File: config.mk
export PLATFORM = sky130hd
export DESIGN_NAME = median_filter_ctrl
export DESIGN_NICKNAME = d
export VERILOG_FILES = /design/src/rtl/median_filter_ctrl.sv
export SDC_FILE = /design/constraint.sdc
export NUM_CORES = 1
export LEC_CHECK = 0
export ABC_AREA = 0
export CORE_ASPECT_RATIO = 0.9
export CORE_MARGIN = 2
export CORE_UTILIZATION = 30
export CTS_CLUSTER_SIZE = 40
export DETAILED_ROUTE_END_ITERATION = 6
export HOLD_SLACK_MARGIN = 0.05
export PLACE_DENSITY_LB_ADDON = 0.3
export SETUP_SLACK_MARGIN = 0.3
export SYNTH_ARGS = -nofsm -noshare
export SYNTH_HDL_FRONTEND = slang
export SYNTH_SLANG_ARGS = --single-unit
File: constraint.sdc
create_clock -name clk -period 2.3 [get_ports clk]
set_input_delay 0.23 -clock clk [delete_from_list [all_inputs] [get_ports clk]]
set_output_delay 0.23 -clock clk [all_outputs]
set_load 0.02 [all_outputs]
File: src/rtl/median_filter_ctrl.sv
// Frame sequencer for a FIFO-buffered median filter: load a frame into FIFO1, stream it
// through the median stage into FIFO2, then unload FIFO2. A watchdog aborts a stalled drain.
module median_filter_ctrl #(
    parameter int ADDR_WIDTH = 16,
    parameter int ROW        = 256,
    parameter int COL        = 256,
    parameter int TIMEOUT    = 1024
) (
    input  logic                clk,
    input  logic                reset,
    input  logic                start,
    input  logic                in_valid,
    input  logic                med_valid,
    output logic                in_ready,
    output logic                fifo1_en,
    output logic                fifo1_push_pop,
    output logic                fifo2_en,
    output logic                fifo2_push_pop,
    output logic                med_valid_in,
    output logic                out_valid,
    output logic                busy,
    output logic                done,
    output logic                err,
    output logic [ADDR_WIDTH:0] pix_cnt
);

    localparam int                CNT_W     = ADDR_WIDTH + 1;
    localparam logic [CNT_W-1:0]  LAST_PIX  = CNT_W'(ROW * COL - 1);
    localparam int                IDLE_W    = $clog2(TIMEOUT + 1);
    localparam logic [IDLE_W-1:0] LAST_IDLE = IDLE_W'(TIMEOUT - 1);

    typedef enum logic [2:0] {
        S_IDLE, S_LOAD, S_FILTER, S_DRAIN, S_UNLOAD, S_DONE
    } state_t;

    state_t             r_state;
    logic [CNT_W-1:0]   r_load_cnt;
    logic [CNT_W-1:0]   r_pop_cnt;
    logic [CNT_W-1:0]   r_res_cnt;
    logic [CNT_W-1:0]   r_out_cnt;
    logic [IDLE_W-1:0]  r_idle_cnt;
    logic               r_med_valid_in;
    logic               r_out_valid;
    logic               r_err;

    logic w_push1, w_pop1, w_push2, w_pop2, w_last_res;

    // NOTE: push strobes follow in_valid/med_valid in the same cycle so the FIFO captures the
    // word it is being offered; every other output is decoded from or held in a flop.
    assign w_push1    = (r_state == S_LOAD) && in_valid;
    assign w_pop1     = (r_state == S_FILTER);
    assign w_push2    = ((r_state == S_FILTER) || (r_state == S_DRAIN)) && med_valid;
    assign w_pop2     = (r_state == S_UNLOAD);
    assign w_last_res = w_push2 && (r_res_cnt == LAST_PIX);

    assign in_ready       = (r_state == S_LOAD);
    assign fifo1_en       = w_push1 || w_pop1;
    assign fifo1_push_pop = w_push1;
    assign fifo2_en       = w_push2 || w_pop2;
    assign fifo2_push_pop = w_push2;
    assign med_valid_in   = r_med_valid_in;
    assign out_valid      = r_out_valid;
    assign busy           = (r_state != S_IDLE);
    assign done           = (r_state == S_DONE);
    assign err            = r_err;

    always_comb begin
        pix_cnt = '0;
        case (r_state)
            S_LOAD:   pix_cnt = r_load_cnt;
            S_FILTER: pix_cnt = r_pop_cnt;
            S_DRAIN:  pix_cnt = r_res_cnt;
            S_UNLOAD: pix_cnt = r_out_cnt;
            default:  pix_cnt = '0;
        endcase
    end

    always_ff @(posedge clk or posedge reset) begin
        if (reset) begin
            r_state        <= S_IDLE;
            r_load_cnt     <= '0;
            r_pop_cnt      <= '0;
            r_res_cnt      <= '0;
            r_out_cnt      <= '0;
            r_idle_cnt     <= '0;
            r_med_valid_in <= 1'b0;
            r_out_valid    <= 1'b0;
            r_err          <= 1'b0;
        end else begin
            // FIFO read latency is one cycle, so the data qualifiers trail the pop strobes.
            r_med_valid_in <= w_pop1;
            r_out_valid    <= w_pop2;
            if (w_push1) r_load_cnt <= r_load_cnt + 1'b1;
            if (w_pop1)  r_pop_cnt  <= r_pop_cnt + 1'b1;
            if (w_push2) r_res_cnt  <= r_res_cnt + 1'b1;
            if (w_pop2)  r_out_cnt  <= r_out_cnt + 1'b1;
            if (r_state == S_DRAIN)
                r_idle_cnt <= med_valid ? '0 : r_idle_cnt + 1'b1;

            case (r_state)
                S_IDLE: begin
                    if (start) begin
                        r_state    <= S_LOAD;
                        r_load_cnt <= '0;
                        r_pop_cnt  <= '0;
                        r_res_cnt  <= '0;
                        r_out_cnt  <= '0;
                        r_idle_cnt <= '0;
                        r_err      <= 1'b0;
                    end
                end
                S_LOAD: begin
                    if (w_push1 && (r_load_cnt == LAST_PIX)) r_state <= S_FILTER;
                end
                S_FILTER: begin
                    if (w_last_res)                    r_state <= S_UNLOAD;
                    else if (r_pop_cnt == LAST_PIX)    r_state <= S_DRAIN;
                end
                S_DRAIN: begin
                    if (w_last_res) begin
                        r_state <= S_UNLOAD;
                    end else if (!med_valid && (r_idle_cnt == LAST_IDLE)) begin
                        r_err   <= 1'b1;
                        r_state <= S_IDLE;
                    end
                end
                S_UNLOAD: begin
                    if (r_out_cnt == LAST_PIX) r_state <= S_DONE;
                end
                S_DONE:  r_state <= S_IDLE;
                default: r_state <= S_IDLE;
            endcase
        end
    end

endmodule

# Word-level counts from Yosys, hierarchy flattened
# Cells that the tools add are included.
totals:
  output_inout_bits: 27
  input_bits: 5
  reg_bits: 85
op_classes:
  reduce_logical: 14
  muxes: 29
  n_addsub: 5
  n_eq_ne: 17
op_table:
  columns: ["operator", "n"]
  rows:
  - ["17-bit 2-to-1 mux", 12]
  - ["17-bit by 1-bit adder with 17-bit output, second input constant", 4]
  - ["17-bit by 16-bit == test with 1-bit output, second input constant", 4]
  - ["17-bit one-hot mux with 4 select lines", 1]
  - ["11-bit 2-to-1 mux", 4]
  - ["3-bit 2-to-1 mux", 7]
  - ["3-bit one-hot mux with 5 select lines", 1]
  - ["11-bit by 1-bit adder with 11-bit output, second input constant", 1]
  - ["11-bit by 10-bit == test with 1-bit output, second input constant", 1]
  - ["3-bit by 2-bit == test with 1-bit output, second input constant", 2]
  - ["3-bit == test, second input constant", 2]
  - ["2-bit by 1-bit != test with 1-bit output, second input constant", 3]
  - ["1-bit logical AND", 5]
  - ["5-bit AND reduction", 1]
  - ["2-bit != test, second input constant", 2]
  - ["4-bit AND reduction", 1]
  - ["3-bit by 1-bit == test with 1-bit output, second input constant", 1]
  - ["3-bit logical NOT", 1]
  - ["1-bit logical OR", 3]
  - ["1-bit 2-to-1 mux", 3]
  - ["3-bit by 1-bit != test with 1-bit output, second input constant", 1]
  - ["3-bit by 2-bit != test with 1-bit output, second input constant", 1]
  - ["3-bit nonzero test", 1]
  - ["1-bit one-hot mux with 2 select lines", 1]
  - ["other kinds (2)", 2]

# Logic depth before layout (Yosys ltp)
# Gate-level depths: netlist (run 1).
logic_depth:
  depth_word: 6
  ltp_mapped: 10
  ltp_nobuf: 9

# Worst setup path before layout (run 1)
# No wires, ideal clock.
synth_timing:
  path_type: "register -> output"
  startpoint: "register r_state[0]"
  endpoint: "output pix_cnt[0]"
  slack_ps: -288
  stages_incl_launch_ff: 11
  path_buffers: 3
  arrival_time_ps: 2358
  cell_sequence: "dfrtp_1 > clkbuf_1 > or3b_2 > clkbuf_1 > inv_1 > clkbuf_1 > ha_1 > nor2_1 > o21ai_0 > a22oi_1 > o22ai_1"
synth_between:
  elab_chain_len: 2
synth_rtl:
  columns: ["item", "line", "source"]
  rows:
  - ["start, declared", "36", "state_t r_state;"]
  - ["start signal, assigned", "80", "r_state <= S_IDLE;"]
  - ["start signal, assigned", "103", "r_state <= S_LOAD;"]
  - ["start signal, assigned", "113", "if (w_push1 && (r_load_cnt == LAST_PIX)) r_state <= S_FILTER;"]
  - ["3-bit by 2-bit == test with 1-bit output", null, null]
  - ["via w_pop1", "46", "logic w_push1, w_pop1, w_push2, w_pop2, w_last_res;"]
  - ["17-bit one-hot mux with 4 select lines", "69", "case (r_state)"]
  - ["end, declared", "24", "output logic [ADDR_WIDTH:0] pix_cnt"]
# The timed path passes the listed nets, and every way through them passes these cells.

# Final worst setup path (run 1)
layout_timing:
  startpoint: "register r_state[0]"
  endpoint: "output pix_cnt[12]"
layout_between:
  elab_chain_len: 2
layout_rtl:
  columns: ["item", "line"]
  rows:
  - ["3-bit == test (tied with other cells)", "69"]
  - ["17-bit one-hot mux with 4 select lines *", "69"]
# Every way passes the cells marked *; elsewhere a longest branch is shown, timed or not.

==> metrics.md, run 1 <==
| Metric | Value |
|---|---|
| Outcome | `complete, no violations` |
| 1st-iter DRT viols | `340` |
| Pwr/cell area | `between 500 and 600 nW/um^2` |
| Unrepaired setup endpoints after global routing | `true` |
| Slew HR | `a little under 70%` |
| Reg power frac | `between 40% and 50%` |
| Post-Syn Nets | `about 550` |
| Clock network power share | `41.5%` |
| CTS tree | `yes` |
| Slew Viols, Final | `0` |
| Final worst path period share | `95.8%` |
| Combinational power share | `about an eighth` |
| # fillers | `roughly 1500` |
| Critical path type | `register to output pin` |
| Layout Cells excl Fill | `822` |
| CP startpoint kind | `register` |
| Core box area | `15500 um^2` |
| Count of cell types in the netlist | `between 40 and 50` |
| Clock skew | `between 0.009 and 0.01 ns` |
| Critical Path AT | `a little under 2 ns` |
| Num ports | `32` |
| Pin count of the biggest net entering global routing | `86` |
| Cells after Synth | `536` |
| First-pass GRT wire length | `between 20000 and 25000 um` |
| Commonest cells after routing, fill and taps aside | `dfrtp_1 (80), nor2_1 (63), nand2_1 (63)` |
| Post-synth EDFFs | `0` |
| Worst min-delay path class | `input pin to asynchronous set/reset pin` |
| WHS | `around 0.35 ns` |
| Net switching power | `about 1000 uW` |
| Cell Int Power | `between 2000 and 3000 uW` |
| Vias in the first global route | `4291` |
| Total gr overflow | `0` |
| Max-cap violations | `0` |
| Vias after detailed routing | `around 4500` |
| Syn_area_per_cell | `between 8 and 9 um^2` |
| CTS Root Cell | `clkbuf_16` |
| Ys Warns | `0` |
| Overall power | `3760 uW` |
| TritonRoute pass-1 iters | `5` |
| Setup WS pre-CTS | `-0.0394 ns` |
| Clock Latency Late Sink | `0.35 ns` |
| GRT Overall Usage | `a little under a fifth` |
| Final wirelength | `15600 um` |
| Commonest non-fill, non-tap cell in the layout | `dfrtp_1` |
| Die span in x | `~140 um` |
| Via/cell ratio | `roughly 5.4` |
| CTS Sinks | `85` |
| Switch share | `a little over a quarter` |
| Initial Util | `between 30% and 40%` |
| Final Net Count | `around 630` |
| # DRC | `0` |
| Peak VDD IR | `between 400 and 500 uV` |
| Final Hold Vio Count | `0` |
| Htree depth | `3` |
| Leakage | `around 0.0029 uW` |
| Setup crit end kind | `output pin` |
| Die area | `~17000 um^2` |
| Asr flop ratio synth | `between 90% and 100%` |
| Most used DFF post-synth | `dfrtp_1` |
| Final ANT Viol Nets | `0` |
| CP required | `~2.1 ns` |
| Cell Area, Synth | `4770 um^2` |
| Final setup violation count | `0` |
| Initial antenna violation count | `0` |
| CTS Buffer Depth | `2` |
| Antenna Diode Count | `0` |
| Register area share after synthesis | `44.6%` |
| Crit Path Max Fanout | `6` |
| Fmax | `approximately 0.45 GHz` |
| CTS clk-pin slew, worst paths | `0.06 ns` |
| Setup_tns | `0 ns` |
| Final worst slack | `slightly below 0.1 ns` |
| Placed cells | `just under 800` |
| Synthesized flop and latch total | `85` |
| Site Rows | `43` |
| Routed len/inst | `around 19 um` |
| Area growth syn-to-layout | `36.7%` |
| PortBufs | `31` |
| Routability cong. | `between 0.8 and 0.9` |
| Slew @ Worst Pin | `between 0.4 and 0.5 ns` |
| Tmin final | `around 2.2 ns` |
| HPWL after DPL | `~10000 um` |
| Layout cell share with drive strength beyond 1 | `about 28%` |
| Cts bufs inserted | `9` |
| Die Ht | `roughly 120 um` |
[cell families (layout without fill, tap and decap cells)]
kind of cell	count (synthesis)	after routing	share of synthesized area, %
multiplexers	5	5	1.10
flip-flops	85	85	44.6
AND/OR/NAND/NOR	257	257	27.1
XOR/XNOR	45	45	8.27
AO/OA/AOI/OAI	88	88	12.1
buffers and inverters	45	129	3.89
adder cells (fa/ha/maj)	11	11	2.89
[power groups by stage]
stage | Sequential (uW) | Combinational [uW] | Clock [uW]
floorplan | 1670 | 284 | 0
global placement | 1730 | 449 | 0
detailed placement | 1730 | 459 | 0
CTS | 1700 | 450 | 1610
global route | 1720 | 544 | 1670
finish | 1710 | 494 | 1560
[what timing repair did]
action                     CTS  global route
hold buffers                 0             0
hold endpoints to repair     0             0
gates resized for setup    120            99
pin swaps                    2            32
setup endpoints to repair   34            38
setup buffers               12            16
gates cloned                 3             2
[final timing paths]
check	slack (ns)	start	cells past startpoint	endpoint
min in group clk	0.52	err$_DFFE_PP0P_	2	err$_DFFE_PP0P_
setup reg to reg	0.19	r_state[1]$_DFFE_PP0P_	5	r_out_cnt[15]$_DFF_PP0_
setup / recovery	0.1	r_state[0]$_DFFE_PP0P_	7	pix_cnt[12]
max in group asynchronous	1.55	reset	3	r_state[0]$_DFFE_PP0P_
hold / removal	0.35	reset	3	r_out_cnt[13]$_DFF_PP0_
hold reg to reg	0.52	err$_DFFE_PP0P_	2	err$_DFFE_PP0P_
[per-layer routing]
layer | track usage (%) | up-vias | wire length, um | part of all wire (%)
met2 | 30.9 | 134 | 7550 | 48
li1 | - | 2082 | - | -
met1 | 24.5 | 2216 | 6880 | 44
met3 | 4.80 | 30 | 753 | 4.8
met5 | 0 | - | 0 | 0
met4 | 7.47 | 0 | 433 | 2.8
[critical path, stage by stage, from the launching register on]
cell,delay [ns]
dfrtp_2,0.43
buf_6,0.13
buf_8,0.12
and3b_2,0.27
buf_12,0.17
a22oi_2,0.24
nand2_1,0.11
buf_6,0.15
[layout make-up]
type,count,area (um^2),share of cell area (%)
flip-flops and latches,85,2130,32.8
multi-input cells,406,2750,42.1
inverters,14,61.3,0.941
well taps,202,253,3.88
clock buffers,11,233,3.57
clock inverters,4,73.8,1.13
repair buffers,100,1010,15.6
[synthesized netlist by cell type (all sizes together) (3+ instances only)]
cell / count / area (um^2)
xnor2: 25 / 219
buf: 9 / 50.0
nor4: 15 / 93.8
nand4: 24 / 150
mux2i: 3 / 30.0
and3: 5 / 31.3
ha: 11 / 138
nor3: 12 / 60.1
a211oi: 4 / 30.0
or4: 4 / 33.8
a31oi: 4 / 25.0
a41o: 4 / 40.0
or3: 12 / 75.1
and4: 8 / 70.1
a21oi: 20 / 100
and2: 4 / 25.0
nand2: 71 / 267
clkbuf: 22 / 82.6
a22oi: 30 / 225
dfrtp: 85 / 2130
nand3: 22 / 110
xor2: 20 / 175
nand4bb: 3 / 33.8
nor2: 64 / 240
o21ai: 15 / 75.1
inv: 13 / 48.8
[state kept, by name, indices dropped and copies added, names as in the netlist]
register and count:
out_valid 1, med_valid_in 1, r_load_cnt 17, r_state 3
r_out_cnt 17, r_res_cnt 17, r_pop_cnt 17, r_idle_cnt 11
err 1
[metrics by stage]
stage	util (%)	instance area [um^2]
floorplan	-	4780
global placement	35.7	5530
detailed placement	35.7	5530
CTS	38.9	6030
global route	42.0	6510
finish	42.0	6510
(Power assumes the default switching activity.)
==> inputs of run 2 (changes only) <==
- TNS_END_PERCENT: default -> 30
==> run 2 against run 1 <==
Setup slack lost 0.021 ns. Via count down 5.0%. Die area stayed put. Power is 3.7% lower. Global-route usage decreased by 1.7 points. Largest cell class unchanged. Non-clock buffer count shrank 23. Worst hold slack got worse by 0.11 ns. Clock skew is 0.0012 ns lower. Sequential power hardly changed.
==> metrics.md, run 2 (synthesized netlist as in run 1, its figures left out) <==
| Metric | Value |
|---|---|
| CTS clk-pin slew, worst paths | `0.07 ns` |
| Cell family with most CP delay | `buffers and inverters` |
| Commonest cells after routing, fill and taps aside | `dfrtp_1 (85), nand2_1 (71), nor2_1 (63)` |
| First-pass GRT wire length | `22400 um` |
| CTS tree | `yes` |
| Slowest stage delay, CP | `approximately 0.4 ns` |
| Clock skew | `0.00794 ns` |
| CP Launch Point | `r_state[1]$_DFFE_PP0P_` |
| Initial antenna violation count | `0` |
| Final worst slack | `0.0750 ns` |
| Worst min-delay path class | `input pin to asynchronous set/reset pin` |
| Cell area after layout | `6010 um^2` |
| Final ANT Viol Nets | `0` |
| Pin count of the biggest net entering global routing | `between 50 and 60` |
| Critical Path AT | `1.99 ns` |
| Slew HR | `between 60% and 70%` |
| Core box area | `between 15000 and 20000 um^2` |
| CTS Buffer Depth | `2` |
| Routed len/inst | `roughly 17 um` |
| Flop-to-flop setup slack | `~0.15 ns` |
| Vias in the first global route | `about 4300` |
| Site Rows | `43` |
| CTS Sinks | `85` |
| Final worst path period share | `96.7%` |
| Setup_tns | `0 ns` |
| # fillers | `between 1500 and 2000` |
| Crit Path Max Fanout | `13` |
| RR Startpoint | `r_state[1]$_DFFE_PP0P_` |
| CP required | `2.07 ns` |
| Htree depth | `3` |
| Num ports | `32` |
| Vias after detailed routing | `roughly 4200` |
| Slew @ Worst Pin | `~0.47 ns` |
| PortBufs | `31` |
| Antenna Diode Count | `0` |
| 1st-iter DRT viols | `approximately 350` |
| Commonest non-fill, non-tap cell in the layout | `dfrtp_1` |
| R2R depth | `5` |
| Routability cong. | `around 0.85` |
| TritonRoute pass-1 iters | `5` |
| Die area | `about 17000 um^2` |
| Total gr overflow | `0` |
| Initial Util | `between 30 and 40%` |
| Final setup violation count | `0` |
| Critical path type | `register to output pin` |
| Outcome | `complete, no violations` |
| CP bufs+invs | `3` |
| Clock Latency Late Sink | `between 0.3 and 0.4 ns` |
| Setup WS pre-CTS | `-0.0337 ns` |
| Area growth syn-to-layout | `26.1%` |
| Fmax | `0.449 GHz` |
| Die span in x | `approximately 140 um` |
| Cts bufs inserted | `9` |
| Slew Viols, Final | `0` |
| Leakage | `about 0.0026 uW` |
| CP startpoint kind | `register` |
| Max-cap violations | `0` |
| Peak VDD IR | `roughly 300 uV` |
| # DRC | `0` |
| Layout cell share with drive strength beyond 1 | `17.1%` |
| Die Ht | `124 um` |
| CP max stage cell | `dfrtp_1` |
| Final wirelength | `13700 um` |
| Placed cell area | `around 5500 um^2` |
| Pwr/cell area | `603 nW/um^2` |
| FF-to-FF End | `r_out_cnt[15]$_DFF_PP0_` |
| Unrepaired setup endpoints after global routing | `true` |
| HPWL after DPL | `a little under 10000 um` |
| Via/cell ratio | `between 5 and 6` |
| Final Hold Vio Count | `0` |
| Final Core Density | `around two fifths` |
| Worst path cell trace | `buf_4, and3b_1, buf_12, a22oi_1, nand2_1, clkdlybuf4s15_2` |
| Setup crit end kind | `output pin` |
| Tmin final | `between 2 and 2.5 ns` |
| WHS | `approximately 0.24 ns` |
| Final Net Count | `609` |
| GRT Overall Usage | `17.3%` |
| CTS Root Cell | `clkbuf_16` |
## run 2: area by class of cell
| cell class | count | area (um^2) | share of cell area (%) |
|---|---|---|---|
| inverter | 14 | 58.8 | 0.978 |
| timing repair buffer | 77 | 748 | 12.4 |
| clock buffer | 11 | 243 | 4.04 |
| sequential | 85 | 2130 | 35.4 |
| clock inverter | 5 | 58.8 | 0.978 |
| multi-input combinational | 406 | 2520 | 42.0 |
| tap | 202 | 253 | 4.20 |
## run 2: where the power goes
group	internal, uW	switching (uW)
registers	1580	126
logic	183	255
clock network	873	612
total	2630	992
## run 2: per-layer routing
metal	vias to the layer above	global-route usage [%]	wire [um]
met3	28	2.60	631
met1	2072	24.1	6470
met2	113	26.7	6130
met4	0	8.25	458
met5	-	0	0
li1	2028	-	-
## run 2: repair_timing
item / in CTS / in global routing
gates cloned: 0 / 1
setup buffers: 0 / 10
setup endpoints to repair: 32 / 42
pin swaps: 0 / 3
resized for setup: 62 / 36
hold endpoints to repair: 0 / 0
hold buffers: 0 / 0
## run 2: how the worst max path moves through the flow
stage	depth (start not counted)	slack, ns	to
floorplan	10	-0.04	pix_cnt[0]
global placement	8	-0.008	pix_cnt[0]
detailed placement	8	-0.03	pix_cnt[0]
CTS	8	0.03	pix_cnt[0]
global route	8	0.02	pix_cnt[0]
finish	6	0.08	pix_cnt[4]
## run 2: per-stage QoR
stage	instances	total power [uW]
after floorplan	536	1950
after global placement	773	2170
after detailed placement	773	2180
after CTS	789	3660
after global routing	800	3790
final	800	3620
==> inputs of run 3 (changes only) <==
- ABC_AREA: 0 -> default
- PLACE_DENSITY: default -> 0.53
- PLACE_DENSITY_LB_ADDON: 0.3 -> default
==> run 3 against run 2 <==
Combinational power increased by 8.0%. Cell area is 4.5% higher. Flip-flop and latch count unchanged. Critical endpoint is now pix_cnt[0]. Largest power group unchanged.
==> metrics.md, run 3 (synthesized netlist as in run 1, its figures left out) <==
| Metric | Value |
|---|---|
| CP max stage cell | `dfrtp_1` |
| Setup WS pre-CTS | `-0.0386 ns` |
| # DRC | `0` |
| Commonest non-fill, non-tap cell in the layout | `dfrtp_1` |
| Slew Viols, Final | `0` |
| Final wirelength | `about 14000 um` |
| CP startpoint kind | `register` |
| Switch share | `a little over a quarter` |
| Combinational power share | `around an eighth` |
| Net switching power | `roughly 1000 uW` |
| Final worst slack | `~0.12 ns` |
| Final ANT Viol Nets | `0` |
| CTS Root Cell | `clkbuf_16` |
| Die span in x | `between 100 and 150 um` |
| Cell family with most CP delay | `simple AND/OR/NAND/NOR gates` |
| Die Ht | `~120 um` |
| Overall power | `between 3000 and 4000 uW` |
| Layout cell share with drive strength beyond 1 | `22.9%` |
| Routed len/inst | `between 15 and 20 um` |
| Area of the multi-input gates | `2640 um^2` |
| Clock skew | `approximately 0.0057 ns` |
| Antenna Diode Count | `0` |
| TritonRoute pass-1 iters | `5` |
| WHS | `0.182 ns` |
| Site Rows | `43` |
| Placed cell area | `about 5500 um^2` |
| Outcome | `complete, no violations` |
| Worst min-delay path class | `input pin to asynchronous set/reset pin` |
| CP bufs+invs | `2` |
| Worst path cell trace | `or3b_4, inv_2, ha_2, nor2_4, o21ai_1, a22oi_1, o22ai_2, buf_6` |
| Final worst path period share | `between 90% and 100%` |
| Routability cong. | `approximately 0.84` |
| Slowest stage delay, CP | `0.42 ns` |
| 1st-iter DRT viols | `approximately 350` |
| GRT Overall Usage | `17.5%` |
| CTS clk-pin slew, worst paths | `around 0.060 ns` |
| Clock Latency Late Sink | `roughly 0.35 ns` |
| Initial Util | `a little under a third` |
| Final setup violation count | `0` |
| Htree depth | `3` |
| Leakage | `around 0.0027 uW` |
| Vias in the first global route | `4041` |
| Num ports | `32` |
| Max-cap violations | `0` |
| PortBufs | `31` |
| Initial antenna violation count | `0` |
| Pwr/cell area | `~600 nW/um^2` |
| Reg power frac | `a little under half` |
| Cell Int Power | `2730 uW` |
| Cell area after layout | `approximately 6300 um^2` |
| Final Net Count | `623` |
| Critical path type | `register to output pin` |
| Cts bufs inserted | `9` |
| CP required | `a little over 2 ns` |
| Crit Path Max Fanout | `4` |
| HPWL after DPL | `~10000 um` |
| Commonest cells after routing, fill and taps aside | `dfrtp_1 (81), nand2_1 (69), nor2_1 (62)` |
| Fmax | `0.458 GHz` |
| Slew @ Worst Pin | `roughly 0.45 ns` |
| First-pass GRT wire length | `approximately 22000 um` |
| Critical Path AT | `slightly below 2 ns` |
| Tmin final | `2.18 ns` |
| Final Hold Vio Count | `0` |
| Unrepaired setup endpoints after global routing | `true` |
| Pin count of the biggest net entering global routing | `42` |
| Total gr overflow | `0` |
| Peak VDD IR | `496 uV` |
| CTS Buffer Depth | `2` |
| Via/cell ratio | `5.25` |
| Vias after detailed routing | `between 4000 and 5000` |
| Clock network power share | `41.8%` |
| FF+latch area | `2130 um^2` |
| # fillers | `between 1500 and 2000` |
| Area growth syn-to-layout | `31.8%` |
| Setup crit end kind | `output pin` |
| Final Core Density | `40.5%` |
| Die area | `roughly 17000 um^2` |
| CTS tree | `yes` |
| CTS Sinks | `85` |
| Slew HR | `slightly below 70%` |
| Core box area | `approximately 15000 um^2` |
==> run 3: stage by stage <==
step                TNS [ns]  instances
finish                     0        814
global route               0        814
CTS                        0        800
detailed placement   -0.0493        776
global placement     -0.0112        776
floorplan            -0.0430        536
==> run 3: path summary, 6_finish.rpt <==
path | start | end | slack (ns) | cells after the start
setup / recovery | r_state[2]$_DFFE_PP0P_ | pix_cnt[0] | 0.12 | 8
hold / removal | reset | r_res_cnt[4]$_DFF_PP0_ | 0.18 | 2
setup reg to reg | r_state[0]$_DFFE_PP0P_ | r_out_cnt[15]$_DFF_PP0_ | 0.19 | 5
hold reg to reg | err$_DFFE_PP0P_ | err$_DFFE_PP0P_ | 0.52 | 2
max in group asynchronous | reset | r_res_cnt[0]$_DFF_PP0_ | 1.59 | 3
min in group clk | err$_DFFE_PP0P_ | err$_DFFE_PP0P_ | 0.52 | 2
==> run 3: per-layer routing <==
metal / global-route usage, % / wire, um
met1: 25.2 / 6690
met2: 26.8 / 6570
met3: 4.31 / 625
met4: 3.61 / 148
met5: 0 / 0
==> run 3: cell type report <==
| cell class | count | area share (%) |
|---|---|---|
| repair buffers | 91 | 13.7 |
| flip-flops and latches | 85 | 34.0 |
| clock inverters | 7 | 1.43 |
| multi-input cells | 406 | 42.1 |
| inverters | 14 | 1.18 |
| well taps | 202 | 4.02 |
| clock buffers | 9 | 3.59 |
==> run 3: power groups by stage <==
stage	clock, uW	sequential [uW]	combinational [uW]
floorplan	0	1670	283
detailed placement	0	1720	468
global placement	0	1720	460
global route	1680	1710	524
CTS	1610	1700	447
finish	1560	1710	473
==> run 3: what timing repair did <==
action	in CTS	in global routing
endpoints found under the setup margin	36	55
buffers inserted	7	14
gates cloned	1	0
pin swaps	1	12
resized for setup	86	78
hold buffers	0	0
